`config.mk`:
```
export PLATFORM = sky130hd
export DESIGN_NAME = fm_discriminator
export DESIGN_NICKNAME = d
export VERILOG_FILES = /design/src/rtl/fm_pkg.sv /design/src/rtl/fm_cordic_vector.sv /design/src/rtl/fm_discriminator.sv
export SDC_FILE = /design/constraint.sdc
export NUM_CORES = 1
export LEC_CHECK = 0
export CELL_PAD_IN_SITES_DETAIL_PLACEMENT = 2
export CELL_PAD_IN_SITES_GLOBAL_PLACEMENT = 2
export CORE_MARGIN = 4
export CORE_UTILIZATION = 38
export DETAILED_ROUTE_END_ITERATION = 10
export HOLD_SLACK_MARGIN = 0.06
export PLACE_DENSITY = 0.95
export SLEW_MARGIN = 20
export SYNTH_ARGS = -nofsm -noshare
export SYNTH_HDL_FRONTEND = slang
export SYNTH_SLANG_ARGS = --single-unit
```
`constraint.sdc`:
```
create_clock -name i_ref_clk -period 8.3 [get_ports i_ref_clk]
set_input_delay 0.83 -clock i_ref_clk [delete_from_list [all_inputs] [get_ports i_ref_clk]]
set_output_delay 0.83 -clock i_ref_clk [all_outputs]
set_load 0.02 [all_outputs]
```
`src/rtl/fm_pkg.sv`:
```
// Shared constants for the FM discriminator: CORDIC arctangent table,
// angle helpers and FSM state encoding.
package fm_pkg;

  typedef enum logic [2:0] {
    S_IDLE,
    S_PRE,
    S_ITER,
    S_DIFF,
    S_OUT
  } state_e;

  // atan(2^-k) with a full circle equal to 2^32
  function automatic logic [31:0] atan_ref(input int k);
    logic [31:0] a;
    case (k)
      0:       a = 32'h2000_0000;
      1:       a = 32'h12E4_051E;
      2:       a = 32'h09FB_385B;
      3:       a = 32'h0511_11D4;
      4:       a = 32'h028B_0D43;
      5:       a = 32'h0145_D7E1;
      6:       a = 32'h00A2_F61E;
      7:       a = 32'h0051_7C55;
      8:       a = 32'h0028_BE53;
      9:       a = 32'h0014_5F2F;
      10:      a = 32'h000A_2F98;
      11:      a = 32'h0005_17CC;
      12:      a = 32'h0002_8BE6;
      13:      a = 32'h0001_45F3;
      default: a = '0;
    endcase
    return a;
  endfunction

  function automatic logic [31:0] atan_scaled(input int k, input int w);
    return ((atan_ref(k) >> (31 - w)) + 32'd1) >> 1;
  endfunction

  function automatic logic [31:0] half_circle(input int w);
    return 32'd1 << (w - 1);
  endfunction

endpackage

```
`src/rtl/fm_cordic_vector.sv`:
```
// Iterative CORDIC vectoring: one pre-rotation step into the right
// half plane, then one micro-rotation per clock driving y towards 0.
module fm_cordic_vector
  import fm_pkg::*;
#(
  parameter int IN_W    = 17,
  parameter int ANGLE_W = 16,
  parameter int ITERS   = 12
) (
  input  logic               clk,
  input  logic               rst_n,
  input  logic               start,
  input  logic [IN_W-1:0]    i_i,
  input  logic [IN_W-1:0]    i_q,
  output logic               done,
  output logic [IN_W+1:0]    x_o,
  output logic [ANGLE_W-1:0] z_o
);

  localparam int XW = IN_W + 2;
  localparam int KW = $clog2(ITERS + 1);

  logic signed [XW-1:0] x_q, x_d;
  logic signed [XW-1:0] y_q, y_d;
  logic signed [XW-1:0] xs, ys;
  logic [ANGLE_W-1:0]   z_q, z_d;
  logic [ANGLE_W-1:0]   atan_k;
  logic [KW-1:0]        k_q, k_d;
  logic                 pre_q, pre_d;
  logic                 busy_q, busy_d;

  assign atan_k = ANGLE_W'(atan_scaled(int'(k_q), ANGLE_W));
  assign done   = busy_q && (k_q == KW'(ITERS - 1));
  assign x_o    = x_q;
  assign z_o    = z_q;

  always_comb begin
    x_d    = x_q;
    y_d    = y_q;
    z_d    = z_q;
    k_d    = k_q;
    pre_d  = 1'b0;
    busy_d = busy_q;
    xs     = x_q >>> k_q;
    ys     = y_q >>> k_q;
    if (start) begin
      x_d    = {{2{i_i[IN_W-1]}}, i_i};
      y_d    = {{2{i_q[IN_W-1]}}, i_q};
      z_d    = '0;
      pre_d  = 1'b1;
      busy_d = 1'b0;
    end else if (pre_q) begin
      if (x_q[XW-1]) begin
        x_d = -x_q;
        y_d = -y_q;
        z_d = ANGLE_W'(half_circle(ANGLE_W));
      end
      k_d    = '0;
      busy_d = 1'b1;
    end else if (busy_q) begin
      // a zero vector has no direction: leave the angle at its seed
      if (x_q != '0 || y_q != '0) begin
        if (y_q[XW-1]) begin
          x_d = x_q - ys;
          y_d = y_q + xs;
          z_d = z_q - atan_k;
        end else begin
          x_d = x_q + ys;
          y_d = y_q - xs;
          z_d = z_q + atan_k;
        end
      end
      k_d = k_q + KW'(1);
      if (k_q == KW'(ITERS - 1)) busy_d = 1'b0;
    end
  end

  always_ff @(posedge clk or negedge rst_n) begin
    if (!rst_n) begin
      x_q    <= '0;
      y_q    <= '0;
      z_q    <= '0;
      k_q    <= '0;
      pre_q  <= 1'b0;
      busy_q <= 1'b0;
    end else begin
      x_q    <= x_d;
      y_q    <= y_d;
      z_q    <= z_d;
      k_q    <= k_d;
      pre_q  <= pre_d;
      busy_q <= busy_d;
    end
  end

endmodule

```
`src/rtl/fm_discriminator.sv`:
```
// FM discriminator: CORDIC phase/magnitude of each I/Q sample, then the
// modulo phase step since the previous sample as the frequency word.
module fm_discriminator
  import fm_pkg::*;
#(
  parameter int IN_W    = 17,
  parameter int PHASE_W = 12,
  parameter int ANGLE_W = 16,
  parameter int ITERS   = 12
) (
  input  logic               i_ref_clk,
  input  logic               i_resetb,
  input  logic               i_clear,
  input  logic               i_valid,
  output logic               o_ready,
  input  logic [IN_W-1:0]    i_i,
  input  logic [IN_W-1:0]    i_q,
  output logic               o_valid,
  input  logic               i_ready,
  output logic [PHASE_W-1:0] o_freq,
  output logic [PHASE_W-1:0] o_phase,
  output logic [IN_W+1:0]    o_mag
);

  localparam int SH = ANGLE_W - PHASE_W;

  state_e               state_q, state_d;
  logic                 first_q, first_d;
  logic                 sup_q, sup_d;
  logic                 valid_q, valid_d;
  logic [PHASE_W-1:0]   prev_q, prev_d;
  logic [PHASE_W-1:0]   freq_q, freq_d;
  logic [PHASE_W-1:0]   phase_q, phase_d;
  logic [IN_W+1:0]      mag_q, mag_d;
  logic [PHASE_W-1:0]   phase_new;
  logic [IN_W+1:0]      cx;
  logic [ANGLE_W-1:0]   cz, zr;
  logic                 accept, done;

  assign o_ready   = (state_q == S_IDLE);
  assign accept    = i_valid & o_ready;
  assign zr        = cz + ANGLE_W'(1 << (SH - 1));
  assign phase_new = PHASE_W'(zr >> SH);
  assign o_valid   = valid_q;
  assign o_freq    = freq_q;
  assign o_phase   = phase_q;
  assign o_mag     = mag_q;

  fm_cordic_vector #(
    .IN_W   (IN_W),
    .ANGLE_W(ANGLE_W),
    .ITERS  (ITERS)
  ) u_cordic (
    .clk  (i_ref_clk),
    .rst_n(i_resetb),
    .start(accept),
    .i_i  (i_i),
    .i_q  (i_q),
    .done (done),
    .x_o  (cx),
    .z_o  (cz)
  );

  always_comb begin
    state_d = state_q;
    first_d = first_q;
    sup_d   = sup_q;
    valid_d = valid_q;
    prev_d  = prev_q;
    freq_d  = freq_q;
    phase_d = phase_q;
    mag_d   = mag_q;
    if (i_clear) first_d = 1'b1;
    unique case (state_q)
      S_IDLE: begin
        // suppression is decided at accept so a later clear
        // cannot drop the sample already in flight
        if (accept) begin
          sup_d   = first_q | i_clear;
          first_d = 1'b0;
          state_d = S_PRE;
        end
      end
      S_PRE:  state_d = S_ITER;
      S_ITER: if (done) state_d = S_DIFF;
      S_DIFF: begin
        prev_d = phase_new;
        if (!sup_q) begin
          phase_d = phase_new;
          freq_d  = phase_new - prev_q;
          mag_d   = cx;
          valid_d = 1'b1;
        end
        state_d = S_OUT;
      end
      S_OUT: begin
        if (!valid_q) begin
          state_d = S_IDLE;
        end else if (i_ready) begin
          valid_d = 1'b0;
          state_d = S_IDLE;
        end
      end
      default: state_d = S_IDLE;
    endcase
  end

  always_ff @(posedge i_ref_clk or negedge i_resetb) begin
    if (!i_resetb) begin
      state_q <= S_IDLE;
      first_q <= 1'b1;
      sup_q   <= 1'b0;
      valid_q <= 1'b0;
      prev_q  <= '0;
      freq_q  <= '0;
      phase_q <= '0;
      mag_q   <= '0;
    end else begin
      state_q <= state_d;
      first_q <= first_d;
      sup_q   <= sup_d;
      valid_q <= valid_d;
      prev_q  <= prev_d;
      freq_q  <= freq_d;
      phase_q <= phase_d;
      mag_q   <= mag_d;
    end
  end

endmodule
```
==> key figures, run 1 <==
Die
  – Core area: 0.0325 mm2
  – Die Wd: 189 um
  – Die Y: 189 um
  – Site Rows: 66
  – IO Pins: 84
  – Starting density of the core: 0.384
  – Die area: 0.0357 mm2

Setup path
  – Crit-path max cell delay: 860 ps
  – Crit path launch type: flop
  – Setup CP Type: reg2reg
  – Worst path cell trace: buf_4 > mux4_2 > mux2_2 > nand2_1 > o21ai_0 > inv_1 > ha_1 > inv_1 > a211o_1 > nor4_1 > xnor2_1 > o22ai_1 > ha_1 > a21o_1 > a21o_1 > a21oi_1 > nand2b_1 > a31oi_1 > o2bb2ai_1 > xnor2_1 > a221oi_1 > a21oi_1
  – Slowest-stage cell, CP: dfrtp_2
  – Crit end category: flop
  – Arr. time, crit path: 7140 ps
  – Data required, critical path: 8630 ps
  – Buf/Inv on CP: 3
  – Crit Path Max Fanout: 28
  – Family with the most delay on the worst path: compound AO/OA/AOI/OAI gates

Placed design
  – IO buf count: 83
  – Gpl congestion: 0.909
  – HPWL after DPL: 39.4 mm

Synth
  – Async set-reset flop share out of synthesis: 1.00
  – Mean Syn Cell Area: 7.95 um2
  – Number of enable flip-flop cells after synthesis: 0
  – Mapped Cells: 1566
  – Synth Area in Simple Gates: 0.215
  – Largest family of logic cells by synthesized area: simple AND/OR/NAND/NOR gates
  – Top FF cell, synth: dfrtp_1
  – Post-synthesis adder-cell area fraction: 0.0818
  – Post-synthesis mux area share: 0.114
  – Synth Area in XOR/XNOR: 0.0829
  – Synth warn: 0
  – Synth Register Bits: 121
  – Mapped Area: 0.0125 mm2
  – Syn nets: 1684
  – Sequential-to-total area share from yosys stat: 0.243
  – Unique masters post-synth: 81
  – Compound-cell area share of the yosys netlist: 0.205

CTS
  – CTS Buffer Depth: 2
  – Clk sinks: 121
  – Post-CTS Setup Inserts: 0
  – CTS root buf: clkbuf_16
  – Clk_lat worst skew: 470 ps
  – # hold bufs at CTS: 0
  – Clk slew on worst S/H paths: 70 ps
  – # resized after CTS: 0
  – CTS tree: done
  – H-tree depth: 4
  – Cts bufs inserted: 17

STA
  – Fin. Hold Viols: 0
  – Final Max Slew Viols: 0
  – Fin crit period: 6800 ps
  – Setup_tns: 0 ps
  – Final-report setup violation count: 0
  – Max Fclk: 147 MHz
  – Final period util: 0.820
  – Slew margin rel.: 0.219
  – Clk_skew: 18.9 ps
  – Unrepaired setup endpoints after global routing: false
  – Worst-margin pin slew: 1170 ps

Cells and area
  – Fraction of layout cells with a size suffix above 1: 0.0886
  – Fillers: 3593
  – Final net count: 1696
  – Ant diodes: 0
  – Synth-to-layout area growth: 13.3%

Routing
  – Antenna-violating nets left: 0
  – 1st-pass router iterations: 5
  – Initial DRC Count: 1546
  – Drt total wl: 61.3 mm
  – Avg WL per Cell: 30.1 um
  – Drt drc: 0
  – Vias: 13692
  – Vias/cell: 6.73

GRT
  – First-pass GRT wire length: 94.2 mm
  – Largest net degree at the start of global routing: 72
  – Gr ovfl total: 0
  – Vias in the first global route: 15262
  – Total GRT Usage: 0.338
  – Initial antenna violation count: 0

Worst hold path
  – Hold WC Path Type: in2async

Run status
  – Status: complete, no violations

Run
  – Max cap viols: 0
## cells by family (layout without fill, tap and decap cells)
logic type      count (synthesis)  after routing
mux                            89             89
buf+inv                       177            202
xor+xnor                      117            117
simple gates                  573            573
compound gates                410            410
flops                         121            121
fa+ha+maj                      79             79
## worst paths after layout
check | from | to | slack (ps) | cells after the start
worst max-delay path | u_cordic.k_q[1] | u_cordic.x_o[16] | 1500 | 22
worst min-delay path | i_resetb | u_cordic.x_o[5] | 300 | 1
worst max register to register | u_cordic.k_q[1] | u_cordic.x_o[16] | 1500 | 22
worst min register to register | o_freq[4] | o_freq[4] | 500 | 2
max in group asynchronous | i_resetb | u_cordic.y_q[18] | 6570 | 2
min in group i_ref_clk | o_freq[4] | o_freq[4] | 500 | 2
## flip-flops by register name (all words and copies together), names as in the netlist
register         flops
u_cordic.pre_q       1
u_cordic.z_o        16
u_cordic.y_q        19
o_mag               19
first_q              1
prev_q              12
u_cordic.busy_q      1
o_phase             12
o_freq              12
sup_q                1
u_cordic.x_o        19
o_valid              1
state_q              3
u_cordic.k_q         4
## per-stage QoR
step / setup slack (ps) / util / cells / hold slack [ps] / area, um2
floorplan: 2940 / - / 1566 / 450 / 12500
global placement: 2680 / 0.417 / 2001 / 458 / 13500
detailed placement: 2020 / 0.417 / 2001 / 472 / 13500
CTS: 1620 / 0.435 / 2033 / 317 / 14100
global route: 1220 / 0.435 / 2033 / 347 / 14100
finish: 1500 / 0.435 / 2033 / 302 / 14100
## final cells by class
class,count,area (um2),share of cell area
Multi-Input combinational cell,1268,8710,0.617
Clock inverter,14,138,0.00975
Clock buffer,18,439,0.0311
Tap cell,442,553,0.0392
Timing Repair Buffer,103,982,0.0696
Inverter,67,251,0.0178
Sequential cell,121,3030,0.215
## cells in the final DEF (no fill, tap or decap), drive strengths merged, types with 17 or more instances in the layout
cell type and instances:
xor2 42, dfrtp 120, nand3 35, a21oi 105, o22ai 18, nor2b 17, xnor2 75, inv 73
clkdlybuf4s50 82, o21ai 131, mux4 41, mux2i 36, nor3 53, a31oi 21, nor4 18, nand2 230
nor2 132, a21o 18, ha 75, clkbuf 18, buf 21
## per-layer routing
| layer | GRT usage | part of all wire | wire length (um) |
|---|---|---|---|
| met5 | 0 | 0 | 0 |
| met4 | 0.225 | 0.074 | 4530 |
| met3 | 0.0658 | 0.071 | 4340 |
| met1 | 0.381 | 0.37 | 22600 |
| met2 | 0.582 | 0.49 | 29800 |
## cell usage after synthesis (13+ instances only)
| cell | count | area, um2 |
|---|---|---|
| buf_2 | 13 | 65.1 |
| o22ai_1 | 18 | 113 |
| nor2_1 | 131 | 492 |
| and3_1 | 13 | 81.3 |
| a21o_1 | 18 | 135 |
| nand2b_1 | 13 | 81.3 |
| mux2i_1 | 36 | 360 |
| ha_1 | 75 | 938 |
| mux4_2 | 41 | 923 |
| nor4_1 | 14 | 87.6 |
| o21ai_0 | 130 | 651 |
| clkbuf_1 | 79 | 297 |
| xor2_1 | 42 | 368 |
| inv_1 | 66 | 248 |
| nand2_1 | 230 | 863 |
| nor2b_1 | 17 | 106 |
| a21oi_1 | 105 | 526 |
| a211oi_1 | 14 | 105 |
| nor3_1 | 53 | 265 |
| xnor2_1 | 74 | 648 |
| dfrtp_1 | 120 | 3000 |
| nand3_1 | 34 | 170 |
| a31oi_1 | 20 | 125 |
Power of run 1 is not shown: default switching activity piles up to over one toggle a cycle in this logic, so the estimate is an artifact.
==> inputs of run 2 (changes only) <==
--- a/config.mk
+++ b/config.mk
@@ -8,10 +8,10 @@
 export CELL_PAD_IN_SITES_DETAIL_PLACEMENT = 2
 export CELL_PAD_IN_SITES_GLOBAL_PLACEMENT = 2
 export CORE_MARGIN = 4
-export CORE_UTILIZATION = 38
+export CORE_UTILIZATION = 37
 export DETAILED_ROUTE_END_ITERATION = 10
 export HOLD_SLACK_MARGIN = 0.06
-export PLACE_DENSITY = 0.95
+export PLACE_DENSITY = 0.93
 export SLEW_MARGIN = 20
 export SYNTH_ARGS = -nofsm -noshare
 export SYNTH_HDL_FRONTEND = slang
==> constraint.sdc (replaced) <==
create_clock -name i_ref_clk -period 6.6 [get_ports i_ref_clk]
set_input_delay 0.66 -clock i_ref_clk [delete_from_list [all_inputs] [get_ports i_ref_clk]]
set_output_delay 0.66 -clock i_ref_clk [all_outputs]
set_load 0.02 [all_outputs]
==> key figures, run 2 (synthesized netlist as in run 1, its figures left out) <==
Cells and area
  – Ant diodes: 0 (unchanged)
  – Most common library cell in the layout ignoring fill and taps: nand2_1
  – Final net count: 1705 (+0.53%)
  – Synth-to-layout area growth: 14.6%
  – Commonest cells after routing, fill and taps aside: nand2_1, nor2_1, o21ai_0
  – Fraction of layout cells with a size suffix above 1: 0.0931 (+0.00450)

Placed design
  – Gpl congestion: 0.931 (+2.4%)
  – HPWL after DPL: 39.3 mm (-0.27%)
  – IO buf count: 83 (unchanged)

CTS
  – H-tree depth: 4 (unchanged)
  – Clk_lat worst skew: 460 ps (about the same)
  – CTS root buf: clkbuf_16
  – CTS tree: done
  – # hold bufs at CTS: 0 (unchanged)
  – Clk slew on worst S/H paths: 70 ps (about the same)
  – Cts bufs inserted: 17 (unchanged)
  – CTS Buffer Depth: 2 (unchanged)
  – Clk sinks: 121 (unchanged)

Setup path
  – Crit-path max cell delay: 750 ps (-110 ps)
  – Crit end category: flop
  – Reg2reg start: u_cordic.k_q[1]
  – Crit Path Max Fanout: 34 (+21%)
  – Buf/Inv on CP: 3 (unchanged)
  – Family with the most delay on the worst path: compound AO/OA/AOI/OAI gates
  – Arr. time, crit path: 6630 ps (-510 ps)
  – Crit-path most repeated cell: a21oi_1
  – Slowest-stage cell, CP: dfrtp_4
  – Setup CP Type: reg2reg
  – Reg2Reg Setup Slack: 280 ps (-1220 ps)
  – Reg2reg path depth: 21 (-4.5%)
  – Worst path cell trace: buf_12 > mux4_2 > mux2i_1 > mux2i_1 > inv_1 > ha_1 > inv_1 > a211o_1 > nor4_4 > a211oi_1 > a21oi_1 > nor2_1 > a31o_2 > ha_1 > a21oi_1 > nand2b_1 > a31oi_1 > o2bb2ai_1 > xnor2_1 > a221oi_1 > a21oi_1
  – Data required, critical path: 6910 ps (-1720 ps)
  – Reg2reg end: u_cordic.x_o[16]
  – Crit path launch type: flop

Routing
  – Drt total wl: 62.3 mm (+1.8%)
  – Vias: 13793 (+0.74%)
  – Drt drc: 0 (unchanged)
  – Initial DRC Count: 1345 (-13%)
  – Avg WL per Cell: 30.5 um (+1.3%)
  – 1st-pass router iterations: 5 (unchanged)
  – Antenna-violating nets left: 0 (unchanged)
  – Vias/cell: 6.75 (+0.29%)

Die
  – Die Y: 191 um (+1.3%)
  – IO Pins: 84 (unchanged)
  – Die area: 0.0367 mm2 (+2.6%)
  – Core area: 0.0329 mm2 (+1.3%)
  – Starting density of the core: 0.379 (-0.00482)
  – Site Rows: 66 (unchanged)
  – Die Wd: 191 um (+1.3%)

GRT
  – Initial antenna violation count: 0 (unchanged)
  – Largest net degree at the start of global routing: 62 (-14%)
  – Vias in the first global route: 15585 (+2.1%)
  – First-pass GRT wire length: 95.7 mm (+1.6%)
  – Gr ovfl total: 0 (unchanged)
  – Total GRT Usage: 0.338 (-0.000750)

STA
  – Fin. Hold Viols: 0 (unchanged)
  – Fin crit period: 6320 ps (-481 ps)
  – Unrepaired setup endpoints after global routing: false
  – Setup_tns: 0 ps (unchanged)
  – Max Fclk: 158 MHz (+7.6%)
  – Final Max Slew Viols: 0 (unchanged)
  – Final period util: 0.958 (+0.138)
  – Final-report setup violation count: 0 (unchanged)
  – Slew margin rel.: 0.252 (+0.0322)
  – Clk_skew: 12.8 ps (-6.11 ps)
  – Worst-margin pin slew: 1120 ps (-49.5 ps)

Run status
  – Status: complete, no violations

Worst hold path
  – Hold WC Path Type: in2async

Run
  – Max cap viols: 0 (unchanged)
run 2: how the worst max path moves through the flow:
stage | slack [ps] | from | to | depth (start not counted)
floorplan | 1240 | u_cordic.k_q[1] | u_cordic.z_o[15] | 24
global placement | 1070 | u_cordic.k_q[1] | u_cordic.z_o[15] | 18
detailed placement | 580 | u_cordic.k_q[1] | u_cordic.x_o[16] | 22
CTS | 250 | u_cordic.k_q[1] | u_cordic.x_o[16] | 22
global route | 3 | u_cordic.k_q[3] | u_cordic.y_q[17] | 19
finish | 280 | u_cordic.k_q[1] | u_cordic.x_o[16] | 21
run 2: repair_timing:
action | CTS | global route
resized for setup | 0 | 3
buffers inserted | 0 | 0
setup endpoints to repair | 0 | 5
run 2: metrics by stage:
step | utilization | std cells | setup slack (ps) | hold WS, ps | cell area (um2)
floorplan | - | 1566 | 1240 | 364 | 12500
global placement | 0.414 | 2009 | 1070 | 459 | 13600
detailed placement | 0.414 | 2009 | 584 | 466 | 13600
CTS | 0.434 | 2041 | 251 | 208 | 14300
global route | 0.434 | 2042 | 3.00 | 230 | 14300
finish | 0.434 | 2042 | 277 | 170 | 14300
run 2: final cells by class:
type	count	area, um2
fillers	3707	18600
multi-input cells	1268	8710
flip-flops and latches	121	3040
repair buffers	111	1050
well taps	442	553
clock buffers	19	433
inverters	67	255
clock inverters	13	218
repair inverters	1	5.00
run 2: metal layers:
layer / up-vias / track usage / share of wire
met3: 321 / 0.0593 / 0.073
met5: - / 0 / 0
met2: 793 / 0.592 / 0.49
met4: 0 / 0.197 / 0.064
li1: 5666 / - / -
met1: 7013 / 0.385 / 0.37
Power of run 2 is left out for the same reason.
==> inputs of run 3 (changes only) <==
--- a/config.mk
+++ b/config.mk
@@ -9,6 +9,7 @@
 export CELL_PAD_IN_SITES_GLOBAL_PLACEMENT = 2
 export CORE_MARGIN = 4
 export CORE_UTILIZATION = 37
+export CTS_BUF_LIST = sky130_fd_sc_hd__clkbuf_4
 export DETAILED_ROUTE_END_ITERATION = 10
 export HOLD_SLACK_MARGIN = 0.06
 export PLACE_DENSITY = 0.93
==> key figures, run 3 (synthesized netlist as in run 1, its figures left out) <==
STA
  – Unrepaired setup endpoints after global routing: false
  – Final-report setup violation count: 0 (unchanged)
  – Setup_tns: 0 ps (unchanged)
  – Fin. Hold Viols: 0 (unchanged)
  – Worst-margin pin slew: 1050 ps (-66.6 ps)
  – Max Fclk: 158 MHz (-0.17%)
  – Min Hold Slack: 496 ps (+325 ps)
  – Final Max Slew Viols: 0 (unchanged)
  – Fin crit period: 6330 ps (+10.8 ps)
  – Clk_skew: 30.8 ps (+18.0 ps)
  – Final period util: 0.960 (+0.00164)
  – Slew margin rel.: 0.296 (+0.0445)

Run
  – Max cap viols: 0 (unchanged)

Worst hold path
  – Hold Path End: o_mag[12]
  – Hold depth: 2
  – Hold Path Origin: o_mag[12]
  – Hold WC Path Type: reg2reg

Setup path
  – Crit end category: flop
  – Reg2reg end: u_cordic.x_o[16]
  – Crit path launch type: flop
  – Reg2reg path depth: 20 (-4.8%)
  – Reg2Reg Setup Slack: 270 ps (about the same)
  – Reg2reg start: u_cordic.k_q[3]
  – Data required, critical path: 7090 ps (+180 ps)
  – Setup CP Type: reg2reg
  – Arr. time, crit path: 6820 ps (+190 ps)
  – Crit Path Max Fanout: 36 (+5.9%)

Die
  – Core area: 0.0329 mm2 (unchanged)
  – Die area: 0.0367 mm2 (unchanged)
  – Die Y: 191 um (unchanged)
  – Starting density of the core: 0.379 (unchanged)
  – Die Wd: 191 um (unchanged)
  – Site Rows: 66 (unchanged)
  – IO Pins: 84 (unchanged)

Routing
  – Drt drc: 0 (unchanged)
  – Initial DRC Count: 1186 (-12%)
  – 1st-pass router iterations: 7 (+2)
  – Drt total wl: 57.0 mm (-8.6%)
  – Antenna-violating nets left: 0 (unchanged)
  – Avg WL per Cell: 27.9 um (-8.6%)
  – Vias: 13401 (-2.8%)
  – Vias/cell: 6.56 (-2.8%)

CTS
  – CTS root buf: clkbuf_4
  – Post-CTS Setup Inserts: 0 (unchanged)
  – Clk sinks: 121 (unchanged)
  – CTS tree: done
  – CTS Buffer Depth: 2 (unchanged)
  – Clk_lat worst skew: 640 ps (+180 ps)
  – Clk slew on worst S/H paths: 130 ps (+60 ps)
  – H-tree depth: 4 (unchanged)
  – Cts bufs inserted: 17 (unchanged)

Cells and area
  – Commonest cells after routing, fill and taps aside: nand2_1, nor2_1, o21ai_0
  – Most common library cell in the layout ignoring fill and taps: nand2_1
  – Ant diodes: 0 (unchanged)
  – Final net count: 1705 (unchanged)
  – Synth-to-layout area growth: 12.2%
  – Fraction of layout cells with a size suffix above 1: 0.0931 (unchanged)

GRT
  – Initial antenna violation count: 2 (+2)
  – Gr ovfl total: 0 (unchanged)
  – First-pass GRT wire length: 88.9 mm (-7.1%)
  – Largest net degree at the start of global routing: 62 (unchanged)
  – Total GRT Usage: 0.309 (-0.0283)
  – Vias in the first global route: 15004 (-3.7%)

Run status
  – Status: complete, no violations

Placed design
  – IO buf count: 83 (unchanged)
  – HPWL after DPL: 39.3 mm (unchanged)
  – Gpl congestion: 0.931 (unchanged)
==> run 3: what timing repair did <==
action,in CTS,in global routing
gates resized for setup,0,1
setup endpoints to repair,0,1
hold endpoints to repair,59,0
hold buffers,1,0
==> run 3: worst max path at each step <==
stage / startpoint / to / slack, ps / depth (start not counted)
after CTS: u_cordic.k_q[1] / u_cordic.x_o[16] / 310 / 22
after global routing: u_cordic.k_q[0] / u_cordic.z_o[15] / 110 / 19
after floorplan: u_cordic.k_q[1] / u_cordic.z_o[15] / 1240 / 24
after global placement: u_cordic.k_q[1] / u_cordic.z_o[15] / 1070 / 18
after detailed placement: u_cordic.k_q[1] / u_cordic.x_o[16] / 580 / 22
final: u_cordic.k_q[3] / u_cordic.x_o[16] / 270 / 20
==> run 3: critical path, stage by stage, from the launching register on <==
cell and delay (ps):
dfrtp_2 970, inv_1 730, mux2i_1 260, o21ai_0 660, inv_1 170, ha_1 280
inv_1 90, a211o_1 240, nor2_1 110, a21oi_1 220, xnor2_1 100, ha_1 250
nor3_1 230, o2111ai_1 230, a31o_2 330, nand2b_1 140, a31oi_1 370, o2bb2ai_1 230
xnor2_1 110, a221oi_1 300, a21oi_1 150
==> run 3: final cells by class <==
type                            count  area (um2)
Fill cell                        3752       18900
Multi-Input combinational cell   1268        8710
Sequential cell                   121        3040
Timing Repair Buffer              112        1060
Tap cell                          442         553
Inverter                           67         251
Clock inverter                     13         218
Clock buffer                       19         143
==> run 3: per-layer routing <==
layer	track usage	share of wire	routed length (um)	up-vias
li1	-	-	-	5667
met1	0.359	0.38	21500	6799
met2	0.540	0.50	28300	678
met3	0.0583	0.072	4100	255
met4	0.163	0.055	3140	2
met5	0	0.00032	18	-
==> run 3: per-stage QoR <==
step | worst slack, ps | std cells | utilization | instance area (um2)
after global placement | 1070 | 2009 | 0.414 | 13600
after floorplan | 1240 | 1566 | - | 12500
after CTS | 307 | 2042 | 0.425 | 14000
after detailed placement | 584 | 2009 | 0.414 | 13600
after global routing | 106 | 2042 | 0.425 | 14000
final | 267 | 2042 | 0.425 | 14000
Power of run 3 is left out for the same reason.
